$ cat src/rtl/viterbi_pkg.sv
// Shared definitions for the K=3 rate-1/2 code: generators, trellis state encoding
// and the encoder FSM enum, so the encoder and the decoder BMU agree on branch symbols.
package viterbi_pkg;
  localparam int NUM_STATES = 4;
  localparam int K          = 3;

  localparam logic [K-1:0] G0_DEF = 3'b111;
  localparam logic [K-1:0] G1_DEF = 3'b101;

  typedef enum logic [1:0] {
    S0 = 2'b00,
    S1 = 2'b01,
    S2 = 2'b10,
    S3 = 2'b11
  } trellis_state_e;

  typedef enum logic [1:0] {
    IDLE = 2'b00,
    DATA = 2'b01,
    TAIL = 2'b10
  } enc_fsm_e;

  // Modulo-2 sum of the register taps selected by generator g.
  function automatic logic parity_tap(input logic [K-1:0] v, input logic [K-1:0] g);
    return ^(v & g);
  endfunction
endpackage

$ cat src/rtl/conv_enc_core.sv
// One trellis step: branch symbol and successor state for input bit u from state s.
module conv_enc_core
  import viterbi_pkg::*;
#(
  parameter logic [K-1:0] G0 = G0_DEF,
  parameter logic [K-1:0] G1 = G1_DEF
) (
  input  logic         i_u,
  input  logic [K-2:0] i_s,
  output logic [1:0]   o_sym,
  output logic [K-2:0] o_next_s
);
  logic [K-1:0] w_reg;

  assign w_reg    = {i_u, i_s};
  assign o_sym    = {parity_tap(w_reg, G0), parity_tap(w_reg, G1)};
  assign o_next_s = w_reg[K-1:1];
endmodule

$ cat src/rtl/conv_encoder_k3.sv
// Framed rate-1/2 K=3 convolutional encoder with a one-deep output register and
// zero-tail termination so every frame ends the decoder trellis in S0.
module conv_encoder_k3
  import viterbi_pkg::*;
#(
  parameter logic [2:0] G0       = G0_DEF,
  parameter logic [2:0] G1       = G1_DEF,
  parameter int         TAIL_LEN = 2,
  parameter int         CNT_W    = 16
) (
  input  logic             clk_i,
  input  logic             rst_i,
  input  logic             in_valid_i,
  output logic             in_ready_o,
  input  logic             in_bit_i,
  input  logic             in_last_i,
  output logic             out_valid_o,
  input  logic             out_ready_i,
  output logic [1:0]       out_sym_o,
  output logic             out_last_o,
  output logic [1:0]       enc_state_o,
  output logic [CNT_W-1:0] sym_cnt_o,
  output logic             busy_o
);
  localparam int              TC_W      = (TAIL_LEN > 1) ? $clog2(TAIL_LEN) : 1;
  localparam logic [TC_W-1:0] TAIL_LAST = TC_W'(TAIL_LEN - 1);

  generate
    if (TAIL_LEN < 1) begin : g_tail_chk
      $error("conv_encoder_k3: TAIL_LEN must be at least 1");
    end
  endgenerate

  enc_fsm_e         r_fsm, w_fsm_nxt;
  logic [1:0]       r_enc_state;
  logic [1:0]       r_sym;
  logic             r_out_valid;
  logic             r_out_last;
  logic [CNT_W-1:0] r_sym_cnt;
  logic [TC_W-1:0]  r_tail_cnt;

  logic       w_can_load, w_in_fire, w_tail_load, w_load, w_u, w_last_tail;
  logic [1:0] w_sym, w_next_s;

  assign w_can_load  = !r_out_valid || out_ready_i;
  assign in_ready_o  = w_can_load && (r_fsm != TAIL) && !rst_i;
  assign w_in_fire   = in_valid_i && in_ready_o;
  assign w_tail_load = w_can_load && (r_fsm == TAIL);
  assign w_load      = w_in_fire || w_tail_load;
  assign w_u         = w_tail_load ? 1'b0 : in_bit_i;
  assign w_last_tail = w_tail_load && (r_tail_cnt == TAIL_LAST);

  conv_enc_core #(
    .G0(G0),
    .G1(G1)
  ) u_core (
    .i_u     (w_u),
    .i_s     (r_enc_state),
    .o_sym   (w_sym),
    .o_next_s(w_next_s)
  );

  always_comb begin
    w_fsm_nxt = r_fsm;
    unique case (r_fsm)
      IDLE, DATA: if (w_in_fire) w_fsm_nxt = in_last_i ? TAIL : DATA;
      TAIL:       if (w_last_tail) w_fsm_nxt = IDLE;
      default:    w_fsm_nxt = IDLE;
    endcase
  end

  always_ff @(posedge clk_i or posedge rst_i) begin
    if (rst_i) r_fsm <= IDLE;
    else       r_fsm <= w_fsm_nxt;
  end

  // Everything below advances only on a load, so backpressure freezes it all.
  always_ff @(posedge clk_i or posedge rst_i) begin
    if (rst_i) begin
      r_enc_state <= 2'b00;
      r_sym       <= 2'b00;
      r_out_valid <= 1'b0;
      r_out_last  <= 1'b0;
      r_sym_cnt   <= '0;
      r_tail_cnt  <= '0;
    end else begin
      if (w_load) begin
        r_sym       <= w_sym;
        r_out_valid <= 1'b1;
        r_out_last  <= w_last_tail;
        r_enc_state <= w_next_s;
        if (w_in_fire && (r_fsm == IDLE)) r_sym_cnt <= CNT_W'(1);
        else if (r_sym_cnt != '1)         r_sym_cnt <= r_sym_cnt + CNT_W'(1);
      end else if (out_ready_i) begin
        r_out_valid <= 1'b0;
      end
      if (w_in_fire && in_last_i) r_tail_cnt <= '0;
      else if (w_tail_load)       r_tail_cnt <= r_tail_cnt + TC_W'(1);
    end
  end

  assign out_valid_o = r_out_valid;
  assign out_sym_o   = r_sym;
  assign out_last_o  = r_out_last;
  assign enc_state_o = r_enc_state;
  assign sym_cnt_o   = r_sym_cnt;
  assign busy_o      = (r_fsm != IDLE) || r_out_valid;
endmodule

$ cat config.mk
export PLATFORM = sky130hd
export DESIGN_NAME = conv_encoder_k3
export DESIGN_NICKNAME = d
export VERILOG_FILES = /design/src/rtl/viterbi_pkg.sv /design/src/rtl/conv_enc_core.sv /design/src/rtl/conv_encoder_k3.sv
export SDC_FILE = /design/constraint.sdc
export NUM_CORES = 1
export LEC_CHECK = 0
export ABC_AREA = 1
export BUFFER_PORTS_ARGS = -buffer_cell sky130_fd_sc_hd__buf_2
export CAP_MARGIN = 20
export CORE_MARGIN = 3
export CORE_UTILIZATION = 28
export CTS_CLUSTER_SIZE = 8
export DETAILED_ROUTE_END_ITERATION = 7
export PLACE_DENSITY = 0.45
export RECOVER_POWER = 25
export SLEW_MARGIN = 25
export SYNTH_ARGS = -nofsm -noshare
export SYNTH_HDL_FRONTEND = slang
export SYNTH_SLANG_ARGS = --single-unit
$ cat constraint.sdc
create_clock -name clk_i -period 2 [get_ports clk_i]
set_input_delay 0.4 -clock clk_i [delete_from_list [all_inputs] [get_ports clk_i]]
set_output_delay 0.4 -clock clk_i [all_outputs]
set_load 0.005 [all_outputs]
==> results.py, run 1 <==
metrics = {
    "timing": {
        "worst_slew_pin_slew_ns": 1.54,
        "fin_crit_sh_pct": 89.7,
        "finalHoldViolations": 0,
        "skew_ns": 0.00453,
        "fin_crit_ns": 1.79,
        "timing.final.ws_setup_ns": 0.206,
        "fmax_mhz": 557,
        "tns_ns": 0,
        "slew_viol_final": 26,
        "rsz0062_at_grt": "false",
        "relSlewSlack_pct": -2.93,
        "setup_viol": 0,
    },
    "place": {
        "hpwl_microns": 2650,
        "dpl.cell_count": 311,
        "post-place-ws_ns": 0.218,
        "gp_congestion": 0.740,
        "port_buffers": 29,
    },
    "die": {
        "start_util_pct": 29.1,
        "die_y_microns": 82.2,
        "die_w_microns": 82.2,
        "die_area_sq_mm": 0.00675,
        "ios": 30,
        "rows": 27,
        "coreArea_sq_mm": 0.00557,
    },
    "global_route": {
        "grt_pass1_wl_microns": 6310,
        "grt_overflow": 0,
        "antenna_found_initial": 0,
        "top_usage_layer": "met2",
        "grt_max_degree": 31,
        "grt_util_met1_pct": 17.5,
        "met3_usage_pct": 2.06,
        "grt_pass1_vias": 1315,
        "gr-usage-met2_pct": 18.2,
        "grt_util_all_layers_pct": 12.0,
    },
    "cells_and_area": {
        "final_nets": 251,
        "diodes": 0,
        "layout-drive-gt1-share_pct": 31.7,
        "fin_util_pct": 33.6,
        "final_common_cell": "nand2_1",
        "layout_common_cells": "nand2_1, buf_2, dfrtp_1",
        "instances_no_fill": 315,
        "area_growth_pct": 15.2,
    },
    "worst_hold_path": {
        "hp-class": "in2reg",
        "min_from": "in_last_i",
        "whs_path_depth": 2,
        "holdPathEnd": "r_fsm[0]$_DFFE_PP0P_",
    },
    "setup_path": {
        "slowest_delay_ns": 0.43,
        "critPathLaunchType": "register",
        "critPathKind": "reg2reg",
        "r2r_setup_slack_ns": 0.21,
        "critPathSlowestCell": "dfrtp_1",
        "worstPathCellList": "ha_1 > nand2_2 > nor2_4 > nand2_4 > nor2_4 > nand2_2 > nand2_4 > nand2_1 > o21ai_2",
        "critPathMaxFanout": 30,
        "reg2reg_depth": 9,
        "reg2reg_to": "sym_cnt_o[2]$_DFFE_PP0P_",
        "timing.rr.start": "sym_cnt_o[0]$_DFFE_PP0P_",
        "worstPathArrival_ns": 2.00,
        "endpoint_kind": "register",
        "required_ns": 2.20,
    },
    "clock_network": {
        "clkTransAtPathRegs_ns": 0.09,
        "cts-htree-levels": 1,
        "cts_made_buffers": 3,
        "clkSinkCount": 25,
        "clk_path_buf_depth": 2,
        "cts_tree": "yes",
        "clkLatencyLatePin_ns": 0.27,
        "root_buffer": "clkbuf_8",
        "cts_resized": 0,
        "postCtsSetupRepairBufs": 0,
        "cts.hold.buffers_added": 0,
    },
    "pwr": {
        "fin_total_pwr_mw": 1.84,
        "power_frac_clock_pct": 17.3,
        "pwr-share-comb_pct": 42.0,
        "power.internal_mw": 1.07,
        "leakagePower_nw": 0.947,
        "power_density_mw_per_mm2": 984,
        "p_switching_mw": 0.774,
        "ir_drop_uv": 389,
        "seq_power_share_pct": 40.7,
        "p_sw_share_pct": 42.1,
    },
    "route": {
        "wire_per_inst_microns": 11.6,
        "drc_errors": 0,
        "antenna_left": 0,
        "routed-via-count": 1343,
        "via_per_inst": 4.26,
        "drt_wl_total_microns": 3650,
        "drt_iter0_markers": 60,
        "dr.pass1.iters": 5,
    },
    "synth": {
        "synth_area_per_cell_sq_um": 7.73,
        "syn_area_sq_mm": 0.00162,
        "syn_inst": 210,
        "synth-seq-cells": 25,
        "synth_cell_types": 24,
        "ys.warnings.count": 0,
        "ys_seq_area_share_pct": 38.5,
        "syn_nets": 217,
        "yosysTopAreaCell": "dfrtp_1",
        "yosys.area.top_type_share_pct": 38.5,
        "synthTopCellsByArea": "dfrtp_1, nand2_1, o21ai_2",
    },
    "outcome": {
        "status": "finished, violations left",
        "violations": "max-capacitance violations, max-slew violations",
    },
    "flow_run": {
        "cap_violations": 1,
    },
}
[sequential cells by signal, indices dropped and copies added, names as in the netlist]
register and cells:
sym_cnt_o 16, r_tail_cnt 1, enc_state_o 2, r_fsm 2
out_last_o 1, out_valid_o 1, out_sym_o 2
[metrics by stage]
stage	instance area (sq um)	hold slack, ns
final	1870	0.313
after global routing	1870	0.313
after CTS	1880	0.255
after detailed placement	1830	0.455
after global placement	1830	0.458
after floorplan	1620	0.433
[worst max-delay path: cells and delay by family (launching register included)]
family,cells,cell delay [ns]
fa+ha+maj,1,0.20
simple gates,7,1.02
compound gates,1,0.07
flops,1,0.43
[Yosys cell counts]
cell type,number
dfrtp_1,25
o21bai_1,3
nor2_2,2
xor2_1,2
buf_12,2
ha_1,1
nand2_1,65
nand3_2,2
buf_8,1
inv_1,22
a211oi_1,1
nor2_1,17
xnor2_1,1
nand4_1,1
nand2_4,2
o21ai_2,14
nor2_4,5
nand3b_1,1
buf_2,1
o21ai_0,4
nand3_1,18
or2_2,3
nand2_2,14
a21oi_1,3
[power by group through the flow]
| stage | clock network [mW] | registers (mW) | logic (mW) |
|---|---|---|---|
| after floorplan | 0 | 0.753 | 0.648 |
| after global placement | 0 | 0.760 | 0.798 |
| after detailed placement | 0 | 0.757 | 0.795 |
| after CTS | 0.339 | 0.751 | 0.797 |
| after global routing | 0.354 | 0.774 | 0.889 |
| final | 0.318 | 0.749 | 0.773 |
[final cells by class]
cell class              instances  area, sq um
clock buffers                   3         41.3
clock inverters                 1         5.00
fillers                       613         3700
inverters                      22         82.6
multi-input cells             159          856
flip-flops and latches         25          626
well taps                      72         90.1
repair buffers                 33          170
[kinds of logic after synthesis]
group                    Yosys count  synth area share, %
adder cells (fa/ha/maj)            1                0.770
buffers and inverters             26                 8.78
XOR/XNOR                           3                 1.62
AND/OR/NAND/NOR                  130                 38.8
flip-flops                        25                 38.5
AO/OA/AOI/OAI                     25                 11.6
[how the worst max path moves through the flow]
stage,start,cells past startpoint,slack (ns),end
3_3_place_gp,sym_cnt_o[0]$_DFFE_PP0P_,9,0.25,sym_cnt_o[1]$_DFFE_PP0P_
2_1_floorplan,rst_i,9,0.12,sym_cnt_o[0]$_DFFE_PP0P_
3_5_place_dp,sym_cnt_o[0]$_DFFE_PP0P_,9,0.22,sym_cnt_o[2]$_DFFE_PP0P_
6_report,sym_cnt_o[0]$_DFFE_PP0P_,9,0.21,sym_cnt_o[2]$_DFFE_PP0P_
4_1_cts,sym_cnt_o[0]$_DFFE_PP0P_,9,0.19,sym_cnt_o[2]$_DFFE_PP0P_
5_1_grt,sym_cnt_o[0]$_DFFE_PP0P_,9,0.05,sym_cnt_o[2]$_DFFE_PP0P_
[layer usage]
layer / share of wire (%) / up-vias
met5: 0 / -
met4: 0.85 / 0
met3: 4.4 / 4
met2: 43 / 29
met1: 52 / 581
li1: - / 729
(Power assumes the default switching activity.)
==> run 2: changes to the inputs <==
--- a/config.mk
+++ b/config.mk
@@ -12,6 +12,7 @@
 export CORE_UTILIZATION = 28
 export CTS_CLUSTER_SIZE = 8
 export DETAILED_ROUTE_END_ITERATION = 7
+export MAX_ROUTING_LAYER = met4
 export PLACE_DENSITY = 0.45
 export RECOVER_POWER = 25
 export SLEW_MARGIN = 25
==> results.py, run 2 (synthesized netlist as in run 1, its figures left out) <==
metrics = {
    "outcome": {
        "status": "finished, violations left",
        "violations": "max-capacitance violations, max-slew violations",
    },
    "timing": {
        "relSlewSlack_pct": -2.93,
        "skew_ns": 0.00474,
        "rsz0062_at_grt": "false",
        "fmax_mhz": 557,
        "hold_slack_ns": 0.313,
        "fin_crit_ns": 1.79,
        "setup_viol": 0,
        "slew_viol_final": 26,
        "fin_crit_sh_pct": 89.7,
        "finalHoldViolations": 0,
        "tns_ns": 0,
        "worst_slew_pin_slew_ns": 1.54,
    },
    "global_route": {
        "grt_pass1_vias": 1315,
        "grt_pass1_wl_microns": 6310,
        "grt_overflow": 0,
        "grt_util_met1_pct": 17.6,
        "antenna_found_initial": 0,
        "grt_max_degree": 31,
        "grt_util_all_layers_pct": 12.4,
        "gr-usage-met2_pct": 18.2,
        "met3_usage_pct": 1.95,
        "top_usage_layer": "met2",
    },
    "cells_and_area": {
        "fin_util_pct": 33.6,
        "final_common_cell": "nand2_1",
        "instances_no_fill": 315,
        "layout-drive-gt1-share_pct": 31.7,
        "largest_reg_flops": 16,
        "final_nets": 251,
        "layout_common_cells": "nand2_1, buf_2, dfrtp_1",
        "area_growth_pct": 15.2,
        "diodes": 0,
    },
    "flow_run": {
        "cap_violations": 1,
    },
    "clock_network": {
        "clkLatencyLatePin_ns": 0.27,
        "cts_tree": "yes",
        "clkSinkCount": 25,
        "cts-htree-levels": 1,
        "clkTransAtPathRegs_ns": 0.09,
        "cts.hold.buffers_added": 0,
        "cts_resized": 0,
        "root_buffer": "clkbuf_8",
        "clk_path_buf_depth": 2,
        "postCtsSetupRepairBufs": 0,
        "cts_made_buffers": 3,
    },
    "worst_hold_path": {
        "hp-class": "in2reg",
    },
    "die": {
        "die_area_sq_mm": 0.00675,
        "start_util_pct": 29.1,
        "rows": 27,
        "ios": 30,
        "die_w_microns": 82.2,
        "die_y_microns": 82.2,
        "coreArea_sq_mm": 0.00557,
    },
    "route": {
        "routed-via-count": 1343,
        "drt_iter0_markers": 60,
        "via_per_inst": 4.26,
        "wire_per_inst_microns": 11.6,
        "drt_wl_total_microns": 3650,
        "antenna_left": 0,
        "drc_errors": 0,
        "dr.pass1.iters": 5,
    },
    "setup_path": {
        "slowest_delay_ns": 0.43,
        "cp_num_buf_inv": 0,
        "critPathSlowestCell": "dfrtp_1",
        "worstPathArrival_ns": 2.00,
        "crit_family": "simple AND/OR/NAND/NOR gates",
        "endpoint_kind": "register",
        "worstPathCellList": "ha_1 > nand2_2 > nor2_4 > nand2_4 > nor2_4 > nand2_2 > nand2_4 > nand2_1 > o21ai_2",
        "critPathMaxFanout": 30,
        "critPathKind": "reg2reg",
        "critPathLaunchType": "register",
        "required_ns": 2.20,
    },
    "pwr": {
        "power_density_mw_per_mm2": 984,
        "p_switching_mw": 0.775,
        "seq_power_share_pct": 40.7,
        "power.internal_mw": 1.07,
        "pwr-share-comb_pct": 42.0,
        "p_sw_share_pct": 42.1,
        "ir_drop_uv": 389,
        "power_frac_clock_pct": 17.3,
        "leakagePower_nw": 0.947,
    },
    "place": {
        "gp_congestion": 0.750,
        "port_buffers": 29,
        "dpl.cell_count": 311,
        "hpwl_microns": 2650,
    },
}
[run 2: cell counts in the layout (fill, tap and decap cells not counted)]
No cell type changed its count.
[run 2: final timing paths]
check,from,endpoint,slack (ns),cells past startpoint
worst max-delay path,sym_cnt_o[0]$_DFFE_PP0P_,sym_cnt_o[2]$_DFFE_PP0P_,0.21,9
worst min-delay path,in_last_i,r_fsm[0]$_DFFE_PP0P_,0.31,2
worst max register to register,sym_cnt_o[0]$_DFFE_PP0P_,sym_cnt_o[2]$_DFFE_PP0P_,0.21,9
worst min register to register,r_tail_cnt$_DFFE_PP0P_,r_tail_cnt$_DFFE_PP0P_,0.48,1
max in group asynchronous,rst_i,sym_cnt_o[6]$_DFFE_PP0P_,0.39,3
min in group asynchronous,rst_i,out_valid_o$_DFFE_PP0P_,0.71,3
[run 2: per-layer routing]
layer / wire, microns / part of all wire (%) / vias to the layer above
li1: - / - / 729
met3: 154 / 4.2 / 4
met4: 31 / 0.85 / 0
met2: 1570 / 43 / 29
met1: 1900 / 52 / 581
met5: 0 / 0 / -
[run 2: area by class of cell]
type                            count  area, sq um
Tap cell                           72         90.1
Clock inverter                      1         5.00
Sequential cell                    25          626
Inverter                           22         82.6
Clock buffer                        3         41.3
Multi-Input combinational cell    159          856
Fill cell                         613         3700
Timing Repair Buffer               33          170
[run 2: per-stage QoR]
step / setup WS (ns) / power (mW) / area [sq um]
2_1_floorplan: 0.125 / 1.40 / 1620
3_3_place_gp: 0.249 / 1.56 / 1830
3_5_place_dp: 0.218 / 1.55 / 1830
4_1_cts: 0.189 / 1.89 / 1880
5_1_grt: 0.0512 / 2.02 / 1870
6_report: 0.206 / 1.84 / 1870
[run 2: power groups by stage]
stage          Sequential [mW]  Combinational, mW  Clock (mW)
2_1_floorplan            0.753              0.648           0
3_3_place_gp             0.760              0.798           0
3_5_place_dp             0.757              0.795           0
4_1_cts                  0.751              0.797       0.339
5_1_grt                  0.774              0.889       0.354
6_report                 0.749              0.773       0.318
[run 2: worst reg2reg max path, cell delays in order, from the launching register on]
cell and delay (ns):
dfrtp_1 0.43, ha_1 0.20, nand2_2 0.08, nor2_4 0.19, nand2_4 0.09, nor2_4 0.12, nand2_2 0.07, nand2_4 0.35
nand2_1 0.13, o21ai_2 0.07
